==> config.mk <==
export PLATFORM = sky130hd
export DESIGN_NAME = udma_i2s_slave_tx_flat
export DESIGN_NICKNAME = d
export VERILOG_FILES = /design/src/rtl/udma_i2s_slave_tx_if.sv /design/src/rtl/udma_i2s_slave_tx.sv /design/src/flat_wrapper.sv
export SDC_FILE = /design/constraint.sdc
export NUM_CORES = 1
export LEC_CHECK = 0
export BUFFER_PORTS_ARGS = -buffer_cell sky130_fd_sc_hd__buf_2
export CAP_MARGIN = 20
export CELL_PAD_IN_SITES_DETAIL_PLACEMENT = 0
export CELL_PAD_IN_SITES_GLOBAL_PLACEMENT = 1
export CORE_MARGIN = 3
export CORE_UTILIZATION = 45
export CTS_CLUSTER_SIZE = 30
export DETAILED_ROUTE_END_ITERATION = 8
export GPL_ROUTABILITY_DRIVEN = 0
export PLACE_DENSITY = 0.78
export SYNTH_ARGS = -nofsm -noshare
export SYNTH_HDL_FRONTEND = slang
export SYNTH_SLANG_ARGS = --single-unit
==> constraint.sdc <==
create_clock -name clk_i -period 10 [get_ports clk_i]
set_clock_uncertainty 0.1 [all_clocks]
set_input_delay 2.5 -clock clk_i [delete_from_list [all_inputs] [get_ports clk_i]]
set_output_delay 2.5 -clock clk_i [all_outputs]
set_load 0.005 [all_outputs]
==> src/rtl/udma_i2s_slave_tx_if.sv <==
// TX word stream from the uDMA TX DC-FIFO into the I2S slave transmitter.
interface udma_i2s_slave_tx_if;
    logic [31:0] data;
    logic        data_valid;
    logic        data_ready;

    modport master (output data, output data_valid, input data_ready);
    modport slave  (input data, input data_valid, output data_ready);
endinterface

==> src/rtl/udma_i2s_slave_tx.sv <==
// I2S slave transmitter: SCK/WS come from an external master, words arrive
// from the uDMA TX stream and are shifted out on pad_sd_o, oversampled in clk_i.
module udma_i2s_slave_tx #(
    parameter int SYNC_STAGES = 2
) (
    input  logic               clk_i,
    input  logic               rst_i,
    input  logic               cfg_en_i,
    input  logic               cfg_lsb_first_i,
    input  logic               cfg_2ch_i,
    input  logic [4:0]         cfg_bits_word_i,
    input  logic               cfg_clr_underrun_i,
    udma_i2s_slave_tx_if.slave tx,
    input  logic               pad_sck_i,
    input  logic               pad_ws_i,
    output logic               pad_sd_o,
    output logic               underrun_o
);
    typedef enum logic [1:0] {
        IDLE      = 2'd0,
        WAIT_SYNC = 2'd1,
        SHIFT     = 2'd2,
        PAD       = 2'd3
    } state_t;

    logic [SYNC_STAGES-1:0] sck_sync_r;
    logic [SYNC_STAGES-1:0] ws_sync_r;
    logic                   sck_s;
    logic                   ws_s;
    logic                   sck_prev_r;
    logic                   sck_rise_s;
    logic                   sck_fall_s;
    logic                   ws_cur_r;
    logic                   ws_last_r;
    logic                   slot_start_s;
    logic                   active_s;

    state_t                 state_r;
    state_t                 state_nxt_s;
    logic [31:0]            buf_r;
    logic                   buf_full_r;
    logic                   buf_full_nxt_s;
    logic                   ready_r;
    logic                   push_s;
    logic                   pop_s;
    logic                   load_s;
    logic [31:0]            shift_r;
    logic [31:0]            shift_nxt_s;
    logic [5:0]             bit_cnt_r;
    logic [5:0]             bit_cnt_nxt_s;
    logic [5:0]             nbits_s;
    logic [4:0]             bits_r;
    logic [4:0]             bits_nxt_s;
    logic                   lsb_r;
    logic                   lsb_nxt_s;
    logic                   sd_r;
    logic                   sd_nxt_s;
    logic                   underrun_r;
    logic                   underrun_set_s;

    assign sck_s        = sck_sync_r[SYNC_STAGES-1];
    assign ws_s         = ws_sync_r[SYNC_STAGES-1];
    assign sck_rise_s   = sck_s & ~sck_prev_r;
    assign sck_fall_s   = ~sck_s & sck_prev_r;
    // A WS change seen at a rise is pending until the following fall (I2S one-bit delay).
    assign slot_start_s = ws_cur_r ^ ws_last_r;
    assign active_s     = ~ws_cur_r | cfg_2ch_i;
    assign nbits_s      = {1'b0, bits_r} + 6'd1;
    assign push_s       = tx.data_valid & ready_r;

    assign tx.data_ready = ready_r;
    assign pad_sd_o      = sd_r;
    assign underrun_o    = underrun_r;

    // Pad synchronizers, edge detection and WS tracking.
    always_ff @(posedge clk_i) begin
        if (rst_i) begin
            sck_sync_r <= '0;
            ws_sync_r  <= '0;
            sck_prev_r <= 1'b0;
            ws_cur_r   <= 1'b0;
            ws_last_r  <= 1'b0;
        end else begin
            sck_sync_r <= {sck_sync_r[SYNC_STAGES-2:0], pad_sck_i};
            ws_sync_r  <= {ws_sync_r[SYNC_STAGES-2:0], pad_ws_i};
            sck_prev_r <= sck_s;
            if (sck_rise_s) begin
                ws_cur_r  <= ws_s;
                ws_last_r <= ws_cur_r;
            end else begin
                ws_cur_r  <= ws_cur_r;
                ws_last_r <= ws_last_r;
            end
        end
    end

    // Next-state, serial data and slot-load decisions.
    always_comb begin
        state_nxt_s    = state_r;
        shift_nxt_s    = shift_r;
        bit_cnt_nxt_s  = bit_cnt_r;
        bits_nxt_s     = bits_r;
        lsb_nxt_s      = lsb_r;
        sd_nxt_s       = sd_r;
        pop_s          = 1'b0;
        load_s         = 1'b0;
        underrun_set_s = 1'b0;
        if (!cfg_en_i) begin
            state_nxt_s   = IDLE;
            sd_nxt_s      = 1'b0;
            bit_cnt_nxt_s = 6'd0;
        end else begin
            case (state_r)
                IDLE: begin
                    sd_nxt_s    = 1'b0;
                    state_nxt_s = WAIT_SYNC;
                end
                WAIT_SYNC: begin
                    sd_nxt_s = 1'b0;
                    load_s   = sck_fall_s & slot_start_s & ~ws_cur_r;
                end
                SHIFT: begin
                    load_s = sck_fall_s & slot_start_s;
                    if (sck_fall_s) begin
                        sd_nxt_s      = lsb_r ? shift_r[0] : shift_r[31];
                        shift_nxt_s   = lsb_r ? (shift_r >> 1) : (shift_r << 1);
                        bit_cnt_nxt_s = bit_cnt_r + 6'd1;
                        if ((bit_cnt_r + 6'd1) == nbits_s) begin
                            state_nxt_s = PAD;
                        end else begin
                            state_nxt_s = SHIFT;
                        end
                    end else begin
                        state_nxt_s = SHIFT;
                    end
                end
                PAD: begin
                    load_s = sck_fall_s & slot_start_s;
                    if (sck_fall_s) begin
                        sd_nxt_s = 1'b0;
                    end else begin
                        sd_nxt_s = sd_r;
                    end
                end
                default: begin
                    state_nxt_s = IDLE;
                    sd_nxt_s    = 1'b0;
                end
            endcase
            // A slot load overrides whatever the current slot was doing (truncation).
            if (load_s) begin
                bits_nxt_s = cfg_bits_word_i;
                lsb_nxt_s  = cfg_lsb_first_i;
                if (active_s && buf_full_r) begin
                    pop_s         = 1'b1;
                    sd_nxt_s      = cfg_lsb_first_i ? buf_r[0] : buf_r[cfg_bits_word_i];
                    shift_nxt_s   = cfg_lsb_first_i ? (buf_r >> 1)
                                                    : (buf_r << (6'd32 - {1'b0, cfg_bits_word_i}));
                    bit_cnt_nxt_s = 6'd1;
                    state_nxt_s   = (cfg_bits_word_i == 5'd0) ? PAD : SHIFT;
                end else begin
                    sd_nxt_s       = 1'b0;
                    bit_cnt_nxt_s  = 6'd0;
                    state_nxt_s    = PAD;
                    underrun_set_s = active_s;
                end
            end else begin
                bits_nxt_s = bits_r;
            end
        end
    end

    // Holding register occupancy: disable flushes, pop frees, push fills.
    always_comb begin
        buf_full_nxt_s = buf_full_r;
        if (!cfg_en_i) begin
            buf_full_nxt_s = 1'b0;
        end else if (pop_s) begin
            buf_full_nxt_s = 1'b0;
        end else if (push_s) begin
            buf_full_nxt_s = 1'b1;
        end else begin
            buf_full_nxt_s = buf_full_r;
        end
    end

    // Transmit datapath and status registers.
    always_ff @(posedge clk_i) begin
        if (rst_i) begin
            state_r    <= IDLE;
            buf_r      <= 32'd0;
            buf_full_r <= 1'b0;
            ready_r    <= 1'b0;
            shift_r    <= 32'd0;
            bit_cnt_r  <= 6'd0;
            bits_r     <= 5'd0;
            lsb_r      <= 1'b0;
            sd_r       <= 1'b0;
            underrun_r <= 1'b0;
        end else begin
            state_r    <= state_nxt_s;
            buf_full_r <= buf_full_nxt_s;
            ready_r    <= cfg_en_i & ~buf_full_nxt_s;
            if (push_s) begin
                buf_r <= tx.data;
            end else begin
                buf_r <= buf_r;
            end
            shift_r    <= shift_nxt_s;
            bit_cnt_r  <= bit_cnt_nxt_s;
            bits_r     <= bits_nxt_s;
            lsb_r      <= lsb_nxt_s;
            sd_r       <= sd_nxt_s;
            if (underrun_set_s) begin
                underrun_r <= 1'b1;
            end else if (cfg_clr_underrun_i) begin
                underrun_r <= 1'b0;
            end else begin
                underrun_r <= underrun_r;
            end
        end
    end
endmodule

==> src/flat_wrapper.sv <==
// flat-port wrapper written by rule: the top's interface ports become plain ports
module udma_i2s_slave_tx_flat 
#(
    parameter int SYNC_STAGES = 2
)
  (clk_i, rst_i, cfg_en_i, cfg_lsb_first_i, cfg_2ch_i, cfg_bits_word_i, cfg_clr_underrun_i, pad_sck_i, pad_ws_i, pad_sd_o, underrun_o, tx_data, tx_data_valid, tx_data_ready);
  udma_i2s_slave_tx_if tx_i ();
  input  logic clk_i;
  input  logic rst_i;
  input  logic cfg_en_i;
  input  logic cfg_lsb_first_i;
  input  logic cfg_2ch_i;
  input  logic [4:0] cfg_bits_word_i;
  input  logic cfg_clr_underrun_i;
  input  logic pad_sck_i;
  input  logic pad_ws_i;
  output logic pad_sd_o;
  output logic underrun_o;
  input wire logic [$bits(tx_i.data)-1:0] tx_data;
  input wire logic [$bits(tx_i.data_valid)-1:0] tx_data_valid;
  output wire logic [$bits(tx_i.data_ready)-1:0] tx_data_ready;
  assign tx_i.data = tx_data;
  assign tx_i.data_valid = tx_data_valid;
  assign tx_data_ready = tx_i.data_ready;
  udma_i2s_slave_tx #(.SYNC_STAGES(SYNC_STAGES)) u_core (.clk_i(clk_i), .rst_i(rst_i), .cfg_en_i(cfg_en_i), .cfg_lsb_first_i(cfg_lsb_first_i), .cfg_2ch_i(cfg_2ch_i), .cfg_bits_word_i(cfg_bits_word_i), .cfg_clr_underrun_i(cfg_clr_underrun_i), .tx(tx_i), .pad_sck_i(pad_sck_i), .pad_ws_i(pad_ws_i), .pad_sd_o(pad_sd_o), .underrun_o(underrun_o));
endmodule
==> metrics.txt <==
Final Max Tran Viols=0; io pins=49; Post-Layout Cell Count=939; Max FO, Critical Path=48; 1st-iter DRT viols=933; most frequent cells in the layout=nand2_1, dfxtp_1, a21oi_1; Routed WL=19,630 um; multi-input logic area=4299 um2; RSZ-0062 raised after global routing=no; Post-Route Setup TNS=0 ns; Async S/R FF share, synth=0%; Inserted Diodes=0; Hold-fix buffers, CTS=0; Post-synth EDFFs=0; sequential element share of the synthesized area=27.88%; DIE AREA=15,670 um2; worst slew pin tran=1.010 ns; Final ANT Viol Nets=0; routed len/inst=20.91 um; Crit path max-delay family=buffers and inverters; max-cap viol count=0; Via density=6.507; pwr/cell area=124.0 nW/um2; PortBufs=48; commonest non-fill, non-tap cell in the layout=nand2_1; crit path launch type=input port; post-synth top area cell=dfxtp_1; Core Rows=42; Max Fclk=176.2 MHz; initial core utilization=47.13%; Synth area leaders=dfxtp_1, mux4_2, mux2i_1; count of different cell masters after synthesis=60; number of global-route vias before repair=5,562; CP startpoint=cfg_bits_word_i[0]; H-tree Lvls=3; CTS tree=yes; met2 Usage GRT=37.27%; vias=6,110; Mapped Cells=748; Core Box Area=13,560 um2; reg2reg path depth=6; Syn Area/Cell=8.543 um2; first-pass GRT wire length=31,340 um; clock root buffer master=clkbuf_16; min Tclk post-route=5.674 ns; Final nets=808; ys flop type=dfxtp_1; CP max-delay cell=buf_4; first drt pass iteration count=5; synthesized area=6390 um2; initial antenna violation count=0; Top Usage Layer GRT=met2; fraction of layout cells with a size suffix above 1=17.56%; drt drc=0; crit path DAT=5.84 ns; critical path class=input port to flop; Final setup viols=0; Hold WS=0.3500 ns; status=finished, final reports clean; largest net degree at the start of global routing=70; P&R area growth vs syn=9.732%; CTS buffer count=9; met1 GRT Util=35.85%; Worst Hold Class=flop to flop; P_leak=2.359 nW; Worst-Skew Late Latency=0.36 ns; reg2reg end=u_core.shift_r[3]; Worst setup endpoint=u_core.shift_r[31]; post-synth top area share=27.88%; period utilisation layout=56.74%; crit-path cells=buf_2 -> buf_4 -> inv_1 -> ha_1 -> nor3b_1 -> ha_1 -> a211oi_2 -> buf_4 -> nand2_1 -> o221ai_1 -> a211oi_1 -> a2111oi_2; cell count along the critical path=12; detailed placement HPWL=13,970 um; Global Route met3 Usage=3.753%; setup slack, reg-to-reg=7.16 ns; critical path endpoint category=flop; FF+latch area=1783 um2; Max stage delay on crit path=0.57 ns; Peak VDD IR=0.00007528 V; Total GRT Usage=24.72%; Net Count, Synth=798; total number of yosys warnings=0; #FFs+latches synth=89; CTS sink count=89; placed cells=922; count of final hold-check violations=0; DIE HEIGHT=125.2 um; grt total ovfl=0; Slew HR=32.66%; post-CTS sizing=0; Reg clk slew, reported paths=0.07 ns; setup bufs post-CTS=0; WP data required=10.16 ns; Worst Path Buf+Inv=4; Layout fillers=1,310; Clock Tree Buf Depth=2; width of the die=125.2 um
==> state kept, by name, summed over array words and instances, names as in the netlist, 2 cells and up, named ones only <==
| register | cells |
|---|---|
| u_core.bit_cnt_r | 6 |
| u_core.bits_r | 5 |
| u_core.buf_r | 32 |
| u_core.sck_sync_r | 2 |
| u_core.shift_r | 32 |
| u_core.ws_sync_r | 2 |
==> per-layer routing <==
metal,part of all wire (%),vias up
met2,44,314
met3,8.7,53
met4,2.9,2
met5,0.12,-
li1,-,2819
met1,44,2922
==> worst register-to-register path: stages (launching register included) <==
cell       delay [ns]
dfxtp_1          0.46
nand2_1          0.09
o22ai_1          0.23
and4_1           0.60
nand2_1          0.45
a221oi_1         0.59
a2111oi_0        0.16
==> synthesized netlist by cell type, types with 8 or more instances <==
master / number
o21ai_0: 18
clkbuf_1: 33
mux2i_1: 57
nand3_1: 17
a221oi_1: 28
nor2_1: 56
mux2_2: 13
mux4_2: 34
buf_2: 13
nand2b_1: 8
inv_1: 10
dfxtp_1: 89
a21oi_1: 69
nor2b_1: 10
xnor2_1: 14
nand2_1: 140
o211ai_1: 17
==> layout make-up <==
cell class              count  area share [%]
clock buffers               9           3.212
inverters                  10          0.5353
flip-flops and latches     89           25.43
well taps                 176           3.141
clock inverters             7           1.481
multi-input cells         589           61.31
repair buffers             59           4.889
==> worst min-delay path by stage <==
stage / from / endpoint / slack (ns) / depth (start not counted)
2_1_floorplan: u_core.sck_sync_r[0] / u_core.sck_sync_r[1] / 0.31 / 1
3_3_place_gp: u_core.ws_sync_r[0] / u_core.ws_sync_r[1] / 0.32 / 1
3_5_place_dp: u_core.sck_sync_r[0] / u_core.sck_sync_r[1] / 0.34 / 1
4_1_cts: u_core.sck_sync_r[0] / u_core.sck_sync_r[1] / 0.35 / 1
5_1_grt: u_core.ws_sync_r[0] / u_core.ws_sync_r[1] / 0.38 / 1
6_report: u_core.sck_sync_r[0] / u_core.sck_sync_r[1] / 0.35 / 1
==> stage by stage <==
step | cell area, um2 | setup slack, ns | utilization [%] | power, mW
2_1_floorplan | 6390 | 4.836 | - | 0.4613
3_3_place_gp | 6655 | 4.097 | 49.09 | 0.4927
3_5_place_dp | 6655 | 4.000 | 49.09 | 0.4942
4_1_cts | 6984 | 4.383 | 51.51 | 0.8708
5_1_grt | 7012 | 4.048 | 51.72 | 0.8990
6_report | 7012 | 4.326 | 51.72 | 0.8694
==> cell families (layout without fill, tap and decap cells) <==
logic type | Yosys count | after routing | share of synthesized area, %
adder cells (fa/ha/maj) | 4 | 4 | 0.7833
flip-flops | 89 | 89 | 27.88
AND/OR/NAND/NOR | 264 | 264 | 18.56
multiplexers | 107 | 107 | 24.20
XOR/XNOR | 17 | 17 | 2.448
AO/OA/AOI/OAI | 197 | 197 | 21.17
buffers and inverters | 70 | 85 | 4.954
==> report_power, final <==
group	switching, mW	internal [mW]
clock network	0.158	0.222
registers	0.0101	0.360
logic	0.0734	0.0467
No activity file was read; power rests on OpenSTA's default activity.
